**config.mk**
```make
export PLATFORM = sky130hd
export DESIGN_NAME = audio_rec_play_ctrl
export DESIGN_NICKNAME = d
export VERILOG_FILES = /design/src/rtl/audio_ctrl_pkg.sv /design/src/rtl/audio_edge_pulse.sv /design/src/rtl/audio_rec_play_ctrl.sv
export SDC_FILE = /design/constraint.sdc
export NUM_CORES = 1
export LEC_CHECK = 0
export CAP_MARGIN = 20
export CORE_UTILIZATION = 55
export DETAILED_ROUTE_END_ITERATION = 8
export MAX_ROUTING_LAYER = met4
export PLACE_DENSITY_LB_ADDON = 0.2
export SLEW_MARGIN = 20
export SYNTH_ARGS = -nofsm -noshare
export SYNTH_HDL_FRONTEND = slang
export SYNTH_HIERARCHICAL = 1
export SYNTH_SLANG_ARGS = --single-unit
```
**constraint.sdc**
```tcl
create_clock -name clk_clk -period 4.3 [get_ports clk_clk]
set_input_delay 0.86 -clock clk_clk [delete_from_list [all_inputs] [get_ports clk_clk]]
set_output_delay 0.86 -clock clk_clk [all_outputs]
set_load 0.1 [all_outputs]
```
**src/rtl/audio_ctrl_pkg.sv**
```systemverilog
// Shared types and constants for the audio record/playback controller.
package audio_ctrl_pkg;

  typedef enum logic [1:0] {
    IDLE  = 2'd0,
    REC   = 2'd1,
    PLAY  = 2'd2,
    DRAIN = 2'd3
  } state_e;

  localparam int SAMPLE_W  = 16;
  localparam int LED_W     = 10;
  localparam int LED_REC   = 9;
  localparam int LED_PLAY  = 8;
  localparam int LED_OVR   = 7;
  localparam int LED_UDR   = 6;
  localparam int LED_PTR_W = 6;

endpackage

```
**src/rtl/audio_edge_pulse.sv**
```systemverilog
// Registers a level input and emits a one-cycle pulse on its rising edge.
module audio_edge_pulse (
  input  logic clk,
  input  logic rst,
  input  logic in_i,
  output logic pulse_o
);

  logic in_q;
  logic in_d;
  logic prev_q;
  logic prev_d;

  always_comb begin
    in_d   = in_i;
    prev_d = in_q;
  end

  always_ff @(posedge clk) begin
    if (rst) begin
      in_q   <= 1'b0;
      prev_q <= 1'b0;
    end else begin
      in_q   <= in_d;
      prev_q <= prev_d;
    end
  end

  assign pulse_o = in_q & ~prev_q;

endmodule

```
**src/rtl/audio_rec_play_ctrl.sv**
```systemverilog
// Record/playback sequencer: codec samples to and from one SDRAM buffer
// through an Avalon-MM master with a single outstanding transaction.
module audio_rec_play_ctrl
  import audio_ctrl_pkg::*;
#(
  parameter int unsigned ADDR_W      = 22,
  parameter int unsigned BASE_ADDR   = 0,
  parameter int unsigned MAX_SAMPLES = 4194304
) (
  input  logic                clk_clk,
  input  logic                reset_reset,
  input  logic                sync_in,
  input  logic [SAMPLE_W-1:0] data_in,
  output logic [SAMPLE_W-1:0] data_out,
  input  logic                record_btn_in,
  input  logic                play_btn_in,
  output logic [LED_W-1:0]    led_out,
  output logic [ADDR_W-1:0]   avm_address,
  output logic                avm_write,
  output logic [SAMPLE_W-1:0] avm_writedata,
  output logic                avm_read,
  input  logic [SAMPLE_W-1:0] avm_readdata,
  input  logic                avm_readdatavalid,
  input  logic                avm_waitrequest
);

  localparam int unsigned PTR_W = ADDR_W + 1;
  localparam logic [ADDR_W-1:0] BASE = ADDR_W'(BASE_ADDR);
  localparam logic [PTR_W-1:0] MAX_P = PTR_W'(MAX_SAMPLES);
  localparam logic [PTR_W-1:0] ONE_P = PTR_W'(1);

  logic sync_p;
  logic rec_p;
  logic play_p;

  audio_edge_pulse u_sync (
    .clk     (clk_clk),
    .rst     (reset_reset),
    .in_i    (sync_in),
    .pulse_o (sync_p)
  );

  audio_edge_pulse u_rec (
    .clk     (clk_clk),
    .rst     (reset_reset),
    .in_i    (record_btn_in),
    .pulse_o (rec_p)
  );

  audio_edge_pulse u_play (
    .clk     (clk_clk),
    .rst     (reset_reset),
    .in_i    (play_btn_in),
    .pulse_o (play_p)
  );

  state_e              state_q, state_d;
  logic [PTR_W-1:0]    wr_ptr_q, wr_ptr_d;
  logic [PTR_W-1:0]    rd_ptr_q, rd_ptr_d;
  logic [PTR_W-1:0]    rec_len_q, rec_len_d;
  logic                ovr_q, ovr_d;
  logic                udr_q, udr_d;
  logic                write_q, write_d;
  logic                read_q, read_d;
  logic                rd_wait_q, rd_wait_d;
  logic [ADDR_W-1:0]   addr_q, addr_d;
  logic [SAMPLE_W-1:0] wdata_q, wdata_d;
  logic [SAMPLE_W-1:0] dout_q, dout_d;

  logic             wr_acc;
  logic             rd_acc;
  logic             rd_done;
  logic             wr_last;
  logic             rd_last;
  logic             pend_next;
  logic [PTR_W-1:0] wr_ptr_inc;
  logic [PTR_W-1:0] rd_ptr_inc;

  always_comb begin
    wr_ptr_inc = wr_ptr_q + ONE_P;
    rd_ptr_inc = rd_ptr_q + ONE_P;
    wr_acc     = write_q & ~avm_waitrequest;
    rd_acc     = read_q & ~avm_waitrequest;
    rd_done    = rd_wait_q & avm_readdatavalid;
    wr_last    = wr_acc & (wr_ptr_inc == MAX_P);
    rd_last    = rd_done & (rd_ptr_inc == rec_len_q);
    // still busy after this edge: stalled write, any read not yet returned
    pend_next  = (write_q & avm_waitrequest) | read_q
               | (rd_wait_q & ~avm_readdatavalid);
  end

  always_ff @(posedge clk_clk) begin
    if (reset_reset) begin
      state_q   <= IDLE;
      wr_ptr_q  <= '0;
      rd_ptr_q  <= '0;
      rec_len_q <= '0;
      ovr_q     <= 1'b0;
      udr_q     <= 1'b0;
      write_q   <= 1'b0;
      read_q    <= 1'b0;
      rd_wait_q <= 1'b0;
      addr_q    <= '0;
      wdata_q   <= '0;
      dout_q    <= '0;
    end else begin
      state_q   <= state_d;
      wr_ptr_q  <= wr_ptr_d;
      rd_ptr_q  <= rd_ptr_d;
      rec_len_q <= rec_len_d;
      ovr_q     <= ovr_d;
      udr_q     <= udr_d;
      write_q   <= write_d;
      read_q    <= read_d;
      rd_wait_q <= rd_wait_d;
      addr_q    <= addr_d;
      wdata_q   <= wdata_d;
      dout_q    <= dout_d;
    end
  end

  always_comb begin
    state_d = state_q;
    unique case (state_q)
      IDLE: begin
        if (rec_p) begin
          state_d = REC;
        end else if (play_p && rec_len_q != '0) begin
          state_d = PLAY;
        end
      end
      REC: begin
        if (wr_last) begin
          state_d = IDLE;
        end else if (rec_p) begin
          state_d = pend_next ? DRAIN : IDLE;
        end
      end
      PLAY: begin
        if (rd_last) begin
          state_d = IDLE;
        end else if (play_p) begin
          state_d = pend_next ? DRAIN : IDLE;
        end
      end
      DRAIN: begin
        if (!pend_next) begin
          state_d = IDLE;
        end
      end
      default: state_d = IDLE;
    endcase
  end

  always_comb begin
    wr_ptr_d  = wr_ptr_q;
    rd_ptr_d  = rd_ptr_q;
    rec_len_d = rec_len_q;
    ovr_d     = ovr_q;
    udr_d     = udr_q;
    write_d   = write_q;
    read_d    = read_q;
    rd_wait_d = rd_wait_q;
    addr_d    = addr_q;
    wdata_d   = wdata_q;
    dout_d    = dout_q;

    if (state_q == IDLE && state_d == REC) begin
      wr_ptr_d  = '0;
      rec_len_d = '0;
      ovr_d     = 1'b0;
    end
    if (state_q == IDLE && state_d == PLAY) begin
      rd_ptr_d = '0;
      udr_d    = 1'b0;
    end

    if (wr_acc) begin
      write_d   = 1'b0;
      wr_ptr_d  = wr_ptr_inc;
      rec_len_d = wr_ptr_inc;
    end
    if (state_q == REC && state_d == REC && sync_p) begin
      if (write_q) begin
        ovr_d = 1'b1;
      end else begin
        write_d = 1'b1;
        addr_d  = BASE + wr_ptr_q[ADDR_W-1:0];
        wdata_d = data_in;
      end
    end

    if (rd_acc) begin
      read_d    = 1'b0;
      rd_wait_d = 1'b1;
    end
    if (rd_done) begin
      rd_wait_d = 1'b0;
      rd_ptr_d  = rd_ptr_inc;
      if (state_q == PLAY) begin
        dout_d = avm_readdata;
      end
    end
    if (state_q == PLAY && state_d == PLAY && sync_p) begin
      if (read_q || rd_wait_q) begin
        udr_d = 1'b1;
      end else begin
        read_d = 1'b1;
        addr_d = BASE + rd_ptr_q[ADDR_W-1:0];
      end
    end

    // the final sample stays visible for one cycle before the output clears
    if (state_d != PLAY && !(rd_last && state_q == PLAY)) begin
      dout_d = '0;
    end
  end

  logic [LED_W-1:0] led_d;

  always_comb begin
    led_d           = '0;
    led_d[LED_REC]  = (state_q == REC);
    led_d[LED_PLAY] = (state_q == PLAY) || (state_q == DRAIN);
    led_d[LED_OVR]  = ovr_q;
    led_d[LED_UDR]  = udr_q;
    if (state_q == REC) begin
      led_d[LED_PTR_W-1:0] = wr_ptr_q[ADDR_W-1 -: LED_PTR_W];
    end else if (state_q == PLAY) begin
      led_d[LED_PTR_W-1:0] = rd_ptr_q[ADDR_W-1 -: LED_PTR_W];
    end
  end

  assign led_out       = led_d;
  assign avm_address   = addr_q;
  assign avm_write     = write_q;
  assign avm_writedata = wdata_q;
  assign avm_read      = read_q;
  assign data_out      = dout_q;

endmodule

```
; ---- Word level (Yosys, flattened, before mapping)
; Cells that the tools add are included.
[word_totals]
register_bits = 113
in_bits = 39
out_inout_bits = 66
elab_cells = 96
[op_classes]
n_addsub = 2
eq_ne = 8
mux = 31
n_bitwise = 18
reduce_logical = 20
[ops]
columns = op, n
row1 = $mux W23, 4
row2 = $mux W22, 4
row3 = $add A23 B1 Y23 const B, 2
row4 = $eq A23 B23 Y1, 1
row5 = $eq A23 B23 Y1 const B, 1
row6 = $reduce_bool A23 Y1, 1
row7 = $mux W2, 8
row8 = $mux W1, 12
row9 = $mux W6, 2
row10 = $and A1 B1 Y1, 10
row11 = $logic_and A1 B1 Y1, 9
row12 = $pmux W2 S4, 1
row13 = $eq A2 B2 Y1 const B, 3
row14 = $not A1 Y1, 6
row15 = $eq A2 B1 Y1 const B, 2
row16 = $reduce_and A2 Y1, 2
row17 = $reduce_bool A2 Y1, 2
row18 = $reduce_or A2 Y1, 2
row19 = $logic_not A2 Y1, 1
row20 = $logic_or A1 B1 Y1, 2
row21 = $ne A2 B2 Y1 const B, 1
row22 = $or A1 B1 Y1, 2
row23 = $logic_not A1 Y1, 1

; ---- Logic depth before layout (Yosys ltp)
; Gate-level depths: netlist (run 1).
[logic_depth]
ltp_word = 13
ltp_mapped = 12
mapped_depth_nobuf = 10

; ---- Cells and area by module
; Netlist (run 1), hierarchy kept.
[modules_own_cells]
columns = module, instances, cells_each, area_per_inst_um2, seq_area_each_um2
row1 = audio_rec_play_ctrl, 1, 860, 6570.1, 2142.1
row2 = audio_edge_pulse, 3, 5, 61.3, 40.0

; ---- Least setup slack after synthesis (run 1)
; Ideal clock, no wire load.
[synth_timing]
path_type = reg2out
start = reg state_q[0]
end = out led_out[0]
arrival_ns = 2.594
required_time_ns = 3.440
slack_ns = 0.846
stages_incl_launch_ff = 5
path_buffers = 2
cell_sequence = dfxtp_1 clkbuf_1 nor2b_1 clkbuf_1 a22o_1
[synth_via]
elab_cells_between_ends = 4
classes_between = eq/ne: 2 / mux: 2
[synth_rtl]
columns = item, line
row1 = "start, declared", audio_rec_play_ctrl.sv:57  ; state_e state_q, state_d;
row2 = "start signal, assigned", audio_rec_play_ctrl.sv:107  ; state_q <= state_d;
row3 = $eq A2 B1 Y1, n/a
row4 = named net led_out[9], audio_rec_play_ctrl.sv:17  ; output logic [LED_W-1:0] led_out,
row5 = $mux W6, audio_rec_play_ctrl.sv:227  ; if (state_q == REC) begin
row6 = "end, declared", audio_rec_play_ctrl.sv:17
; The timed path passes the listed nets, and every way through them passes these cells.

; ---- Worst setup path in the final report (run 1)
[layout_timing]
start = reg rd_ptr_q[0]
end = reg dout_q[1] (netlist: data_out[1])
[layout_via]
elab_chain_len = 8
elab_cells_between_ends = 10
classes_between = add/sub: 1 / eq/ne: 2 / mux: 2 / bitwise: 1 / reduce/logical: 4
[layout_rtl]
columns = item, line
row1 = "start, declared", audio_rec_play_ctrl.sv:59  ; logic [PTR_W-1:0] rd_ptr_q, rd_ptr_d;
row2 = "start signal, assigned", audio_rec_play_ctrl.sv:109  ; rd_ptr_q <= rd_ptr_d;
row3 = $add A23 B1 Y23 *, audio_rec_play_ctrl.sv:81  ; rd_ptr_inc = rd_ptr_q + ONE_P;
row4 = $eq A23 B23 Y1 *, audio_rec_play_ctrl.sv:86  ; rd_last = rd_done & (rd_ptr_inc == rec_len_q);
row5 = $and A1 B1 Y1 *, audio_rec_play_ctrl.sv:86
row6 = $mux W2, audio_rec_play_ctrl.sv:140  ; if (rd_last) begin
row7 = $pmux W2 S4, audio_rec_play_ctrl.sv:124  ; unique case (state_q)
row8 = $ne A2 B2 Y1, audio_rec_play_ctrl.sv:214  ; if (state_d != PLAY && !(rd_last && state_q == PLAY)) begin
row9 = $logic_and A1 B1 Y1 *, audio_rec_play_ctrl.sv:214
row10 = $reduce_or A2 Y1 (no source line) *, n/a
row11 = "end signal, assigned", audio_rec_play_ctrl.sv:118  ; dout_q <= dout_d;
row12 = "end, declared", audio_rec_play_ctrl.sv:68  ; logic [SAMPLE_W-1:0] dout_q, dout_d;
; Every way passes the cells marked *; elsewhere a longest branch is shown, timed or not.
; A chain may end at the register's enable or synchronous reset.

==> impl_results.md, run 1 <==
- Final setup TNS: 0 ns
- Final WL: 20500 um
- Final period utilization: 0.893
- Pwr Density: 316 nW/um^2
- Slew Viols, Final: 0
- Tightest Pin Transition: 1.01 ns
- Multiplexer share of the synthesized area: 0.0648
- Share of cells above drive strength 1: 0.0902
- Post-Synth XOR/XNOR Area: 0.0506
- Post-CTS setup buffer count: 0
- I/O pin total: 105
- Clock tree sinks: 113
- CP Capture Type: flip-flop
- Vias in the first global route: 6131
- DP HPWL: 14500 um
- Yosys top cell area share: 0.335
- Combinational Power Share: 0.058
- Clock-pin slew on the worst setup and hold paths: 0.05 ns
- Via count: 6768
- Clock buffer depth: 2
- Final hold viol count: 0
- Grt total ovfl: 0
- Met1 usage: 0.406
- Final #Nets: 972
- Fin util: 0.692
- Initial antenna violation count: 0
- GPL Wtd Cong: 0.911
- Pint: 2020 uW
- Final cell count without fillers: 1089
- Final hold slack: 0.453 ns
- Busiest grt layer: met2
- Starting Density: 0.562
- Switching power: 611 uW
- Clock Skew: 0.00933 ns
- Dpl ws: 0.308 ns
- First-pass GRT wire length: 31900 um
- CP arrival: 4.11 ns
- # fillers: 1002
- Yosys warnings: 6
- DRC viols: 0
- Unrepaired setup endpoints after global routing: false
- Compound-cell area share of the yosys netlist: 0.174
- Final ANT Viol Nets: 0
- Mapped Area: 6750 sq um
- Clk root buf: clkbuf_16
- Clock Power Share: 0.539
- Max-cap violations: 0
- Antenna diodes: 0
- R2r worst-path depth: 10
- Fmax: 260 MHz
- Hold Crit Class: flip-flop to flip-flop
- Main flop type after synthesis: dfxtp_1
- WHS Path Cells: 2
- Post-cts resize count: 0
- Synthesized flop and latch total: 113
- Mapped Cells: 875
- Drt via density: 6.21
- Post-synth EDFFs: 0
- Final worst slack: 0.458 ns
- Max_slew headroom: 0.324
- Global routing met3 resource utilization: 0.0595
- Die area: 12700 sq um
- Seq/Total Area, Yosys: 0.335
- Sequential cell fraction of total power: 0.403
- WL/cell: 18.8 um
- CP Max Fanout: 16
- Crit Path Class: flip-flop to flip-flop
- Initial DRC Count: 569
- Worst Path Required: 4.57 ns
- Setup Viol. Count Final: 0
- Core Area: 12000 sq um
- Most area-hungry cell type in the Yosys netlist: dfxtp_1
- Htree depth: 4
- Simple-gate share of the synthesized area: 0.308
- Peak supply drop: 0.000318 V
- Tmin final: 3.84 ns
- Clk_lat worst skew: 0.42 ns
- Placed Cells: 1057
- I/O Buffers: 104
- Pin count of the biggest net entering global routing: 93
- Synth top area cells: dfxtp_1, a21oi_1, nand2_1
- Synth cell types: 70
- Syn Area/Cell: 7.72 sq um
- Adder-Cell Fraction of Synth Area: 0.00741
- CTS tree: done
- Drt pass-1 iters: 6
- Largest family of logic cells by synthesized area: simple AND/OR/NAND/NOR gates
- Syn Nets: 918
- Static leakage: 0.00299 uW
- Hold buffer count at CTS: 0
- Synthesis-to-finish area growth: 23.1%
- Rows: 40
- Switch share: 0.232
- Die X-Extent: 113 um
- Setup crit start kind: flip-flop
- Async S/R FF share, synth: 0
- Total GRT Usage: 0.334
- Total CTS buffers: 17
- Die height: 113 um
- Met2 Use GR: 0.547
- Run status: completed
[flip-flops by register name, summed over array words and instances, names as in the netlist, 2 cells and up]
signal and flops:
state_q 2, avm_writedata 16, rd_ptr_q 23, avm_address 22
rec_len_q 23, data_out 16
[cell type report]
class	count	area, sq um	area share
Clock inverter	13	163	0.0196
Clock buffer	19	433	0.0521
Multi-Input combinational cell	669	4090	0.492
Timing Repair Buffer	122	1160	0.139
Inverter	6	22.5	0.00271
Tap cell	147	184	0.0221
Sequential cell	113	2260	0.272
[logic make-up after synthesis]
family	count (synthesis)
and+or+nand+nor	393
AOI/OAI and AO/OA	192
DFF	113
buffers and inverters	93
muxes	41
xor gates and xnor gates	39
adders and majority gates	4
[cell usage after synthesis, drive strengths merged (7+ instances only)]
master,n
o21ai,42
nor2,76
xnor2,26
mux2,22
nand3,26
a31oi,9
nor4,33
or3,10
clkbuf,62
a22o,7
nand4,24
dfxtp,113
buf,25
a22oi,8
mux2i,19
xor2,13
nand2,122
and2,9
a211oi,11
nor3,20
nor2b,39
a21oi,92
[power groups by stage]
stage,logic (uW),clock network [uW],registers (uW)
after floorplan,65.6,0,1110
after global placement,148,0,1080
after detailed placement,152,0,1080
after CTS,153,1440,1060
after global routing,161,1480,1060
final,153,1420,1060
[through the flow]
stage	area [sq um]	total power (uW)
floorplan	6750	1170
global placement	7720	1230
detailed placement	7720	1230
CTS	8310	2650
global route	8310	2700
finish	8310	2630
[cell usage in the layout (no fill, tap or decap), types with 8 or more instances in the layout]
| master | n |
|---|---|
| a211oi_1 | 11 |
| a21oi_1 | 92 |
| a22oi_1 | 8 |
| a31oi_1 | 8 |
| and2_1 | 8 |
| buf_4 | 26 |
| clkbuf_16 | 17 |
| clkdlybuf4s50_1 | 96 |
| dfxtp_1 | 113 |
| mux2_1 | 22 |
| mux2i_1 | 19 |
| nand2_1 | 121 |
| nand3_1 | 25 |
| nand4_1 | 21 |
| nor2_1 | 75 |
| nor2b_1 | 36 |
| nor3_1 | 19 |
| nor4_1 | 21 |
| nor4_2 | 12 |
| o21ai_0 | 40 |
| or3_1 | 10 |
| xnor2_1 | 26 |
| xor2_1 | 13 |
[metal layers]
layer / share of wire / routed length, um
met1: 0.42 / 8630
met2: 0.48 / 9900
met3: 0.064 / 1310
met4: 0.032 / 657
met5: 0 / 0
[worst paths after layout]
kind	from	to	slack (ns)
worst min register to register	avm_writedata[0]	avm_writedata[0]	0.45
worst min-delay path	avm_writedata[0]	avm_writedata[0]	0.45
worst max-delay path	rd_ptr_q[0]	data_out[1]	0.46
worst max register to register	rd_ptr_q[0]	data_out[1]	0.46
[worst max-delay path: stages, from the launching register on]
cell       delay (ns)
dfxtp_1          0.50
ha_1             0.39
and4_1           0.29
nand2_2          0.13
a2111oi_0        0.52
nand4_1          0.17
a2111oi_1        0.43
nand4_1          0.23
a22o_4           0.36
a31oi_4          0.54
nor4_1           0.13
Power figures use the tool's default switching activity.
==> inputs of run 2 (changes only) <==
--- a/config.mk
+++ b/config.mk
@@ -6,9 +6,10 @@
 export NUM_CORES = 1
 export LEC_CHECK = 0
+export ABC_AREA = 1
 export CAP_MARGIN = 20
 export CORE_UTILIZATION = 55
 export DETAILED_ROUTE_END_ITERATION = 8
 export MAX_ROUTING_LAYER = met4
-export PLACE_DENSITY_LB_ADDON = 0.2
+export PLACE_DENSITY = 0.81
 export SLEW_MARGIN = 20
 export SYNTH_ARGS = -nofsm -noshare
==> constraint.sdc (replaced) <==
create_clock -name clk_clk -period 4.3 [get_ports clk_clk]
set_input_delay 1.29 -clock clk_clk [delete_from_list [all_inputs] [get_ports clk_clk]]
set_output_delay 1.29 -clock clk_clk [all_outputs]
set_load 0.1 [all_outputs]
==> run 2 against run 1 <==
Effect of this change: cell count rose by 30%; critical path depth up 10; total power is 0.90% higher; highest routed layer unchanged; clock power barely moved; clock-buffer cell count decreased by 1; worst hold slack got worse by 0.012 ns; worst setup slack better by 0.011 ns; largest power group unchanged; routed wire length up 4.8%; sequential power hardly changed; clock skew barely moved; die area rose by 1.3%; design area is 4.0% higher.
==> impl_results.md, run 2 <==
- RR Startpoint: rec_len_q[0]
- CP arrival: 4.14 ns
- Total Power: 2650 uW
- Max-cap violations: 0
- Total GRT Usage: 0.348
- DP HPWL: 15300 um
- Seq/Total Area, Yosys: 0.331
- Most area-hungry cell type in the Yosys netlist: dfxtp_1
- Clk root buf: clkbuf_16
- I/O pin total: 105
- Slew Viols, Final: 0
- Buffers and inverters on the worst path: 2
- Mapped Cells: 1152
- Via count: 7666
- Most common cell after layout, fill and taps aside: nand2_1
- Die area: 12900 sq um
- Initial DRC Count: 779
- Max_slew headroom: 0.311
- Unrepaired setup endpoints after global routing: false
- Final ANT Viol Nets: 0
- Tmin final: 3.83 ns
- Die height: 114 um
- Synth top area cells: dfxtp_1, nand2_1, nor2_1
- Final WL: 21500 um
- Clock buffer depth: 2
- Synthesis-to-finish area growth: 26.3%
- CP Max Fanout: 35
- Commonest non-fill, non-tap cells in the layout: nand2_1, nor2_1, dfxtp_1
- Clock tree sinks: 113
- Yosys warnings: 6
- Clock-pin slew on the worst setup and hold paths: 0.06 ns
- Final hold viol count: 0
- Fmax: 261 MHz
- Final setup TNS: 0 ns
- Initial antenna violation count: 0
- Total CTS buffers: 17
- Mapped Area: 6840 sq um
- Cells along the critical path: clkdlybuf4s50_1, nand2_1, a21oi_1, nand3_1, nor2_1, nand2_1, inv_1, nand2_1, nor2_1, nand3_1, nor2_1, nand2_2, nand2_2, nand2_2, nor2_4, nand3_4, nand2_1, nand2_1, nor2_1, nor2_1
- Setup crit start kind: input port
- Yosys top cell area share: 0.331
- Pwr Density: 307 nW/um^2
- CP Capture Type: flip-flop
- Post-synth EDFFs: 0
- First-pass GRT wire length: 34100 um
- Slowest cell on crit path: clkdlybuf4s50_1
- Final #Nets: 1283
- Core Area: 12100 sq um
- WL/cell: 15.1 um
- Setup Viol. Count Final: 0
- CTS tree: done
- Rows: 40
- Post-synth top cells: nand2_1, nor2_1, dfxtp_1
- Final worst slack: 0.469 ns
- GPL Wtd Cong: 0.978
- I/O Buffers: 104
- Grt total ovfl: 0
- Antenna diodes: 0
- Hold buffer count at CTS: 0
- Pin count of the biggest net entering global routing: 57
- CP peak stage delay: 0.48 ns
- Run status: completed
- Synthesized flop and latch total: 113
- Starting Density: 0.567
- Syn Area/Cell: 5.94 sq um
- Die X-Extent: 114 um
- Largest delay share family, worst path: simple AND/OR/NAND/NOR gates
- Hold Crit Class: flip-flop to flip-flop
- Syn Nets: 1195
- Worst Path Required: 4.61 ns
- Most common cell in the netlist: nand2_1
- Dpl ws: 0.141 ns
- Crit Path Class: input port to flip-flop
- Main flop type after synthesis: dfxtp_1
- Hold Crit Start: u_rec/in_q
- Post-cts resize count: 0
- Share of cells above drive strength 1: 0.0830
- Peak supply drop: 0.000325 V
- Drt pass-1 iters: 5
- Tightest Pin Transition: 1.03 ns
- Htree depth: 4
- Vias in the first global route: 6920
- Async S/R FF share, synth: 0
- Post-CTS setup buffer count: 0
- Static leakage: 0.00351 uW
- Clock Skew: 0.00963 ns
- Clk_lat worst skew: 0.42 ns
- DRC viols: 0
- Drt via density: 5.39
- Synth cell types: 35
- Launch point of the critical path: avm_readdatavalid
- Final period utilization: 0.891
[run 2: through the flow]
stage	util	cells	hold slack, ns	cell area (sq um)
finish	0.717	1421	0.441	8640
global route	0.717	1421	0.468	8640
CTS	0.717	1421	0.441	8640
detailed placement	0.666	1389	0.426	8040
global placement	0.666	1389	0.416	8040
floorplan	-	1152	0.410	6880
[run 2: final timing paths]
path / to / slack, ns / cells after the start
worst max-delay path: avm_address[14] / 0.47 / 20
worst min-delay path: u_rec/prev_q / 0.44 / 2
worst max register to register: avm_address[14] / 0.78 / 20
worst min register to register: u_rec/prev_q / 0.44 / 2
[run 2: where the power goes]
group / leakage, uW / switching (uW) / total [uW] / internal [uW]
Sequential: 0.000911 / 3.53 / 1060 / 1050
Combinational: 0.00231 / 91.6 / 142 / 50.3
Clock: 0.000287 / 537 / 1450 / 917
[run 2: tightest hold or removal path, stage by stage, from the launching register on]
cell and delay (ns):
dfxtp_1 0.30, inv_1 0.06, nor2_1 0.04
[run 2: logic make-up (layout without fill, tap and decap cells)]
group	count (synthesis)	count (layout)	share of synthesized area
compound gates	109	109	0.0890
simple gates	755	755	0.462
flops	113	113	0.331
xor+xnor	13	13	0.0166
buf+inv	158	259	0.0945
fa+ha+maj	4	4	0.00731
[run 2: cell type report]
cell class                      instances  area, sq um
Clock buffer                           18          429
Inverter                              114          428
Timing Repair Buffer                  113         1160
Clock inverter                         14          179
Fill cell                            1031         3420
Sequential cell                       113         2260
Tap cell                              168          210
Multi-Input combinational cell        881         3970
[run 2: per-layer routing]
| metal | share of wire | track usage | vias up |
|---|---|---|---|
| met1 | 0.43 | 0.452 | 3413 |
| met3 | 0.089 | 0.0717 | 69 |
| li1 | - | - | 3790 |
| met5 | 0 | - | - |
| met2 | 0.45 | 0.535 | 394 |
| met4 | 0.032 | 0.129 | 0 |
